--- config.mk ---
export PLATFORM = sky130hd
export DESIGN_NAME = fb_arbiter_flat
export DESIGN_NICKNAME = d
export VERILOG_FILES = /design/src/rtl/fb_arbiter_pkg.sv /design/src/rtl/fb_arbiter_if.sv /design/src/rtl/fb_arbiter_rd_pipe.sv /design/src/rtl/fb_arbiter.sv /design/src/flat_wrapper.sv
export SDC_FILE = /design/constraint.sdc
export NUM_CORES = 1
export LEC_CHECK = 0
export CORE_MARGIN = 2
export CORE_UTILIZATION = 43
export CTS_BUF_LIST = sky130_fd_sc_hd__clkbuf_8 sky130_fd_sc_hd__clkbuf_16
export DETAILED_ROUTE_END_ITERATION = 12
export PLACE_DENSITY = 0.87
export SLEW_MARGIN = 20
export SYNTH_ARGS = -nofsm -noshare
export SYNTH_HDL_FRONTEND = slang
export SYNTH_SLANG_ARGS = --single-unit
--- constraint.sdc ---
create_clock -name CLOCK_50 -period 3.58 [get_ports CLOCK_50]
set_input_delay 0.358 -clock CLOCK_50 [delete_from_list [all_inputs] [get_ports CLOCK_50]]
set_output_delay 0.358 -clock CLOCK_50 [all_outputs]
set_load 0.01 [all_outputs]
--- src/rtl/fb_arbiter_pkg.sv ---
// Shared framebuffer constants, pixel/state types and the address wrap helper
// used by the framebuffer arbiter and its scanout helpers.
package fb_pkg;

  localparam int unsigned H_ACTIVE = 640;
  localparam int unsigned V_ACTIVE = 480;
  localparam int unsigned FB_WORDS = H_ACTIVE * V_ACTIVE;

  typedef logic [23:0] pixel_t;

  typedef enum logic {
    IDLE,
    READ
  } fb_arb_state_t;

  // Next linear framebuffer address, wrapping the last word back to 0.
  function automatic int unsigned fb_next_addr(input int unsigned a);
    return (a >= FB_WORDS - 1) ? 32'd0 : a + 32'd1;
  endfunction

endpackage

--- src/rtl/fb_arbiter_if.sv ---
// Bundle of scanout, pixel-writer and framebuffer-RAM signals around fb_arbiter.
// slave = arbiter side, master = scanout/writer/RAM side.
interface fb_arbiter_if #(
  parameter int ADDR_W = 19,
  parameter int DATA_W = 24
);

  logic              rd_req;
  logic [ADDR_W-1:0] rd_addr;
  logic              rd_busy;
  logic              rd_valid;
  logic [DATA_W-1:0] rd_data;
  logic              rd_overrun;
  logic              wr_valid;
  logic              wr_ready;
  logic [ADDR_W-1:0] wr_addr;
  logic [DATA_W-1:0] wr_data;
  logic [ADDR_W-1:0] mem_addr;
  logic              mem_we;
  logic [DATA_W-1:0] mem_wdata;
  logic [DATA_W-1:0] mem_rdata;

  modport slave (
    input  rd_req, rd_addr, wr_valid, wr_addr, wr_data, mem_rdata,
    output rd_busy, rd_valid, rd_data, rd_overrun, wr_ready,
           mem_addr, mem_we, mem_wdata
  );

  modport master (
    output rd_req, rd_addr, wr_valid, wr_addr, wr_data, mem_rdata,
    input  rd_busy, rd_valid, rd_data, rd_overrun, wr_ready,
           mem_addr, mem_we, mem_wdata
  );

endinterface

--- src/rtl/fb_arbiter_rd_pipe.sv ---
// Valid delay line matching the RAM read latency, with synchronous flush.
// o_any reports that any issued read is still waiting for its data.
module fb_rd_pipe #(
  parameter int LAT = 2
) (
  input  logic clk,
  input  logic rst_n,
  input  logic i_flush,
  input  logic i_valid,
  output logic o_valid,
  output logic o_any
);

  logic [LAT-1:0] r_stage;
  logic [LAT-1:0] w_stage_next;

  genvar gi;
  generate
    for (gi = 0; gi < LAT; gi++) begin : g_stage
      if (gi == 0) begin : g_head
        assign w_stage_next[gi] = i_valid;
      end else begin : g_tail
        assign w_stage_next[gi] = r_stage[gi-1];
      end
    end
  endgenerate

  always_ff @(posedge clk or negedge rst_n) begin
    if (!rst_n) begin
      r_stage <= '0;
    end else if (i_flush) begin
      r_stage <= '0;
    end else begin
      r_stage <= w_stage_next;
    end
  end

  assign o_valid = r_stage[LAT-1];
  assign o_any   = |r_stage;

endmodule

--- src/rtl/fb_arbiter.sv ---
// Single-port framebuffer RAM arbiter: scanout burst reads take strict priority,
// pixel writes stream through a valid/ready handshake whenever no burst is issuing.
module fb_arbiter
  import fb_pkg::*;
#(
  parameter int ADDR_W  = 19,
  parameter int DATA_W  = 24,
  parameter int BURST   = 16,
  parameter int RAM_LAT = 2
) (
  input  logic         CLOCK_50,
  input  logic         rst_n,
  fb_arbiter_if.slave  bus
);

  localparam int BEAT_W = (BURST > 1) ? $clog2(BURST) : 1;

  fb_arb_state_t     r_state;
  logic [BEAT_W-1:0] r_beat;
  logic [ADDR_W-1:0] r_mem_addr;
  logic              r_mem_we;
  logic [DATA_W-1:0] r_mem_wdata;
  logic              r_overrun;

  logic w_issue;
  logic w_drain;
  logic w_busy;
  logic w_rd_valid;
  logic w_rd_accept;
  logic w_wr_fire;
  logic w_wr_in_range;
  logic w_last_beat;

  // Every READ cycle puts one read address on the RAM port.
  assign w_issue       = (r_state == READ);
  assign w_busy        = w_issue | w_drain;
  assign w_rd_accept   = bus.rd_req && (r_state == IDLE) && !w_busy;
  assign bus.wr_ready  = (r_state == IDLE) && !bus.rd_req;
  assign w_wr_fire     = bus.wr_valid && bus.wr_ready;
  assign w_wr_in_range = (32'(bus.wr_addr) < FB_WORDS);
  assign w_last_beat   = (r_beat == BEAT_W'(BURST - 1));

  always_ff @(posedge CLOCK_50 or negedge rst_n) begin
    if (!rst_n) begin
      r_state     <= IDLE;
      r_beat      <= '0;
      r_mem_addr  <= '0;
      r_mem_we    <= 1'b0;
      r_mem_wdata <= '0;
      r_overrun   <= 1'b0;
    end else begin
      r_mem_we <= 1'b0;
      if (bus.rd_req && !w_rd_accept) begin
        r_overrun <= 1'b1;
      end
      case (r_state)
        IDLE: begin
          if (w_rd_accept) begin
            r_state    <= READ;
            r_mem_addr <= bus.rd_addr;
            r_beat     <= '0;
          end else if (w_wr_fire && w_wr_in_range) begin
            // Out-of-range pixels are still handshaken, just never written.
            r_mem_we    <= 1'b1;
            r_mem_addr  <= bus.wr_addr;
            r_mem_wdata <= bus.wr_data;
          end
        end
        READ: begin
          r_beat <= r_beat + 1'b1;
          if (w_last_beat) begin
            r_state <= IDLE;
          end else begin
            r_mem_addr <= ADDR_W'(fb_next_addr(32'(r_mem_addr)));
          end
        end
        default: r_state <= IDLE;
      endcase
    end
  end

  fb_rd_pipe #(
    .LAT (RAM_LAT)
  ) u_rd_pipe (
    .clk     (CLOCK_50),
    .rst_n   (rst_n),
    .i_flush (1'b0),
    .i_valid (w_issue),
    .o_valid (w_rd_valid),
    .o_any   (w_drain)
  );

  assign bus.rd_busy    = w_busy;
  assign bus.rd_valid   = w_rd_valid;
  assign bus.rd_data    = w_rd_valid ? bus.mem_rdata : {DATA_W{1'b0}};
  assign bus.rd_overrun = r_overrun;
  assign bus.mem_addr   = r_mem_addr;
  assign bus.mem_we     = r_mem_we;
  assign bus.mem_wdata  = r_mem_wdata;

endmodule

--- src/flat_wrapper.sv ---
// flat-port wrapper written by rule: the top's interface ports become plain ports
module fb_arbiter_flat import fb_pkg::*;
#(
  parameter int ADDR_W  = 19,
  parameter int DATA_W  = 24,
  parameter int BURST   = 16,
  parameter int RAM_LAT = 2
)
  (CLOCK_50, rst_n, bus_rd_req, bus_rd_addr, bus_wr_valid, bus_wr_addr, bus_wr_data, bus_mem_rdata, bus_rd_busy, bus_rd_valid, bus_rd_data, bus_rd_overrun, bus_wr_ready, bus_mem_addr, bus_mem_we, bus_mem_wdata);
  fb_arbiter_if #(.ADDR_W(ADDR_W), .DATA_W(DATA_W)) bus_i ();
  input  logic CLOCK_50;
  input  logic rst_n;
  input wire logic [$bits(bus_i.rd_req)-1:0] bus_rd_req;
  input wire logic [$bits(bus_i.rd_addr)-1:0] bus_rd_addr;
  input wire logic [$bits(bus_i.wr_valid)-1:0] bus_wr_valid;
  input wire logic [$bits(bus_i.wr_addr)-1:0] bus_wr_addr;
  input wire logic [$bits(bus_i.wr_data)-1:0] bus_wr_data;
  input wire logic [$bits(bus_i.mem_rdata)-1:0] bus_mem_rdata;
  output wire logic [$bits(bus_i.rd_busy)-1:0] bus_rd_busy;
  output wire logic [$bits(bus_i.rd_valid)-1:0] bus_rd_valid;
  output wire logic [$bits(bus_i.rd_data)-1:0] bus_rd_data;
  output wire logic [$bits(bus_i.rd_overrun)-1:0] bus_rd_overrun;
  output wire logic [$bits(bus_i.wr_ready)-1:0] bus_wr_ready;
  output wire logic [$bits(bus_i.mem_addr)-1:0] bus_mem_addr;
  output wire logic [$bits(bus_i.mem_we)-1:0] bus_mem_we;
  output wire logic [$bits(bus_i.mem_wdata)-1:0] bus_mem_wdata;
  assign bus_i.rd_req = bus_rd_req;
  assign bus_i.rd_addr = bus_rd_addr;
  assign bus_i.wr_valid = bus_wr_valid;
  assign bus_i.wr_addr = bus_wr_addr;
  assign bus_i.wr_data = bus_wr_data;
  assign bus_i.mem_rdata = bus_mem_rdata;
  assign bus_rd_busy = bus_i.rd_busy;
  assign bus_rd_valid = bus_i.rd_valid;
  assign bus_rd_data = bus_i.rd_data;
  assign bus_rd_overrun = bus_i.rd_overrun;
  assign bus_wr_ready = bus_i.wr_ready;
  assign bus_mem_addr = bus_i.mem_addr;
  assign bus_mem_we = bus_i.mem_we;
  assign bus_mem_wdata = bus_i.mem_wdata;
  fb_arbiter #(.ADDR_W(ADDR_W), .DATA_W(DATA_W), .BURST(BURST), .RAM_LAT(RAM_LAT)) u_core (.CLOCK_50(CLOCK_50), .rst_n(rst_n), .bus(bus_i));
endmodule
==> key figures <==
Worst setup path
  – Highest cell delay on the worst timing path: 0.71 ns
  – Crit path required time: about 3.8 ns
  – Crit-path slowest cell: dfrtp_1
  – CP Buf/Inv Count: 0
  – Crit end category: register
  – Cell Chain, Critical Path: nor3b_2 -> nor2_1 -> a21o_1 -> nor4_1 -> a211o_1
  – CP Class: register to register
  – R2R setup slack: 1.33 ns
  – CP arrival: 2.46 ns
  – Delay-heaviest family, CP: compound AO/OA/AOI/OAI gates
  – Crit Path Max Fanout: 27
  – Crit path launch type: register

Route
  – DR DRC count: 0
  – Drt wl/cell: 15.5 um
  – Total number of vias: 3159
  – Starting DRT DRC Count: 223
  – Pre-Repair DR Iteration Count: 5
  – Detail Route Antenna Nets: 0
  – WL final: 9.27 mm
  – Vias per cell: 5.28

Power
  – Worst VDD drop: 368 uV
  – PD cells: 752 nW/um2
  – Leakage: 1.97 nW

Synth
  – Top post-synthesis cells by count: 92 x nand2_1, 52 x dfrtp_1, 25 x and2_1
  – Avg Synthesized Cell Area: 8.64 um2
  – Sequential share of the synthesized area: 42.9%
  – Ys Warns: 0
  – Library cells used by synthesis: 50
  – Post-synthesis cell area: roughly 3000 um2
  – Commonest register cell after synthesis: dfrtp_1
  – Top-area cell type share of the netlist area: ~43%
  – Largest area contributor in the netlist: dfrtp_1
  – Syn nets: 443
  – #FFs+latches synth: 52
  – Post-synth EDFFs: 0
  – Gate Count Post-Synth: 351
  – Synth area leaders: dfrtp_1 43%, nand2_1 11%, mux2i_1 5.9%
  – Cell with the most instances after synthesis: nand2_1
  – Ys async rst share: between 90% and 100%

Clock tree
  – Post-CTS Setup Bufs: 0
  – Clk pin slew, worst setup/hold paths: 0.09 ns
  – Clk Latency, worst-skew pair: 0.31 ns
  – CTS Buf Count: 5
  – CTS tree: done
  – Post-cts hold buffer count: 0
  – H-Tree Depth: 2
  – Max Root-Sink Buffers: 2
  – Clk root buf: clkbuf_8
  – CTS sink cnt: 52
  – Post-CTS resize count: 0

Cells and area
  – Synthesis-to-finish area growth: 57.8%
  – Fin area: 4780 um2
  – Share of cells above drive strength 1: under 10%
  – Layout Nets: 595
  – # fillers: roughly 540
  – Final antenna diode count: 0
  – Fin cells: 598

GRT
  – GRT Util Overall: 24.0%
  – Vias in the first global route: 3065
  – Total gr overflow: 0
  – Initial antenna violation count: 0
  – First-pass GRT wire length: 14.7 mm
  – Pin count of the biggest net entering global routing: 38

Timing
  – RSZ-0062 raised after global routing: no
  – Worst setup margin: 1.33 ns
  – Clk_skew: 0.00979 ns
  – Final setup fails: 0
  – Fin. max-slew vios: 0
  – Fin Hold WS: 0.142 ns
  – Period Utilization, post-route: 63.0%
  – Slew margin rel.: 43.5%
  – Final hold violations: 0
  – F_max: around 440 MHz
  – Slew @ Worst Pin: about 0.85 ns
  – Final min period: around 2.3 ns
  – TNS Setup: 0 ns

Die
  – # IOs: roughly 160
  – Core region area: 6790 um2
  – Width of the die: ~90 um
  – Starting Density: 44.6%
  – Die area: between 7000 and 8000 um2
  – Rows: 30
  – Die H: 88.0 um

Run status
  – Status: finished, final reports clean

Placed design
  – Cell Area, Placed: 4680 um2
  – Dpl ws: 1.13 ns
  – PortBufs: 161
  – Dpl hpwl: approximately 6.8 mm
  – GP Congestion: 0.881
  – Placed Cells incl. Taps: around 600

Min path
  – Hold WC Path Type: input pin to async pin

Job
  – Max cap viols: 0
-- final timing paths --
path,from,endpoint,cells after the start
max,u_core.u_rd_pipe.r_stage[1]$_DFF_PN0_,u_core.bus.mem_addr[9]$_DFFE_PN0P_,5
min,rst_n,u_core.bus.mem_addr[8]$_DFFE_PN0P_,1
max reg2reg,u_core.u_rd_pipe.r_stage[1]$_DFF_PN0_,u_core.bus.mem_addr[9]$_DFFE_PN0P_,5
min reg2reg,u_core.u_rd_pipe.r_stage[0]$_DFF_PN0_,u_core.u_rd_pipe.r_stage[1]$_DFF_PN0_,0
max in group asynchronous,rst_n,u_core.r_beat[2]$_DFFE_PN0N_,2
min in group CLOCK_50,u_core.u_rd_pipe.r_stage[0]$_DFF_PN0_,u_core.u_rd_pipe.r_stage[1]$_DFF_PN0_,0
-- registers in the layout, summed over array words and instances, names as in the netlist --
name	count
u_core.u_rd_pipe.r_stage	2
u_core.r_beat	4
u_core.bus.rd_overrun	1
u_core.r_state	1
u_core.bus.mem_wdata	24
u_core.bus.mem_we	1
u_core.bus.mem_addr	19
-- placed cells by master (no fill, tap or decap), drive strengths merged, types with 2 or more instances in the layout --
master and instances:
nand3 12, nand4 5, and4 3, o32a 6, nand3b 2, a21oi 14, a31oi 4, nor2 15
dfrtp 52, o2bb2ai 3, mux2i 18, and3 7, nor4 3, buf 6, inv 11, a31o 2
nor3 5, o2111ai 2, o22ai 6, clkdlybuf4s50 160, a21o 2, o21a 2, ha 2, nand2 92
o21ai 22, o221ai 2, and2 25, clkbuf 5, or3 2
-- through the flow --
step / utilization, % / total power, mW
final: 70.4 / 3.60
after global routing: 70.4 / 3.85
after CTS: 70.4 / 3.60
after detailed placement: 69.0 / 3.20
after global placement: 69.0 / 3.13
after floorplan: - / 2.22
-- layer usage --
metal | wire length [um] | track usage (%)
met1 | 3830 | 30.8
met2 | 4700 | 41.6
met3 | 663 | 5.37
met4 | 78 | 5.17
met5 | 0 | 0
-- power breakdown --
part,internal (mW),total [mW],switching [mW]
combinational,1.05,2.03,0.982
sequential,0.869,1.18,0.306
clock,0.201,0.389,0.188
total,2.12,3.60,1.48
-- worst reg2reg max path, stage by stage (launching register included) --
cell     delay (ns)
dfrtp_1        0.71
nor3b_2        0.12
nor2_1         0.27
a21o_1         0.65
nor4_1         0.16
a211o_1        0.26
-- area by class of cell --
cell class,instances,area [um2],area share [%]
Clock buffer,5,68.8,1.44
Tap cell,96,120,2.51
Multi-Input combinational cell,267,1580,33.0
Timing Repair Buffer,166,1640,34.4
Clock inverter,1,30.0,0.628
Sequential cell,52,1300,27.2
Inverter,11,41.3,0.863
-- kinds of logic after synthesis --
logic type,share of synthesized area [%]
buffers and inverters,5.20
multiplexers,5.94
AND/OR/NAND/NOR,26.6
flip-flops,42.9
AO/OA/AOI/OAI,17.9
XOR/XNOR,0.578
adder cells (fa/ha/maj),0.825
(Power assumes the default switching activity.)
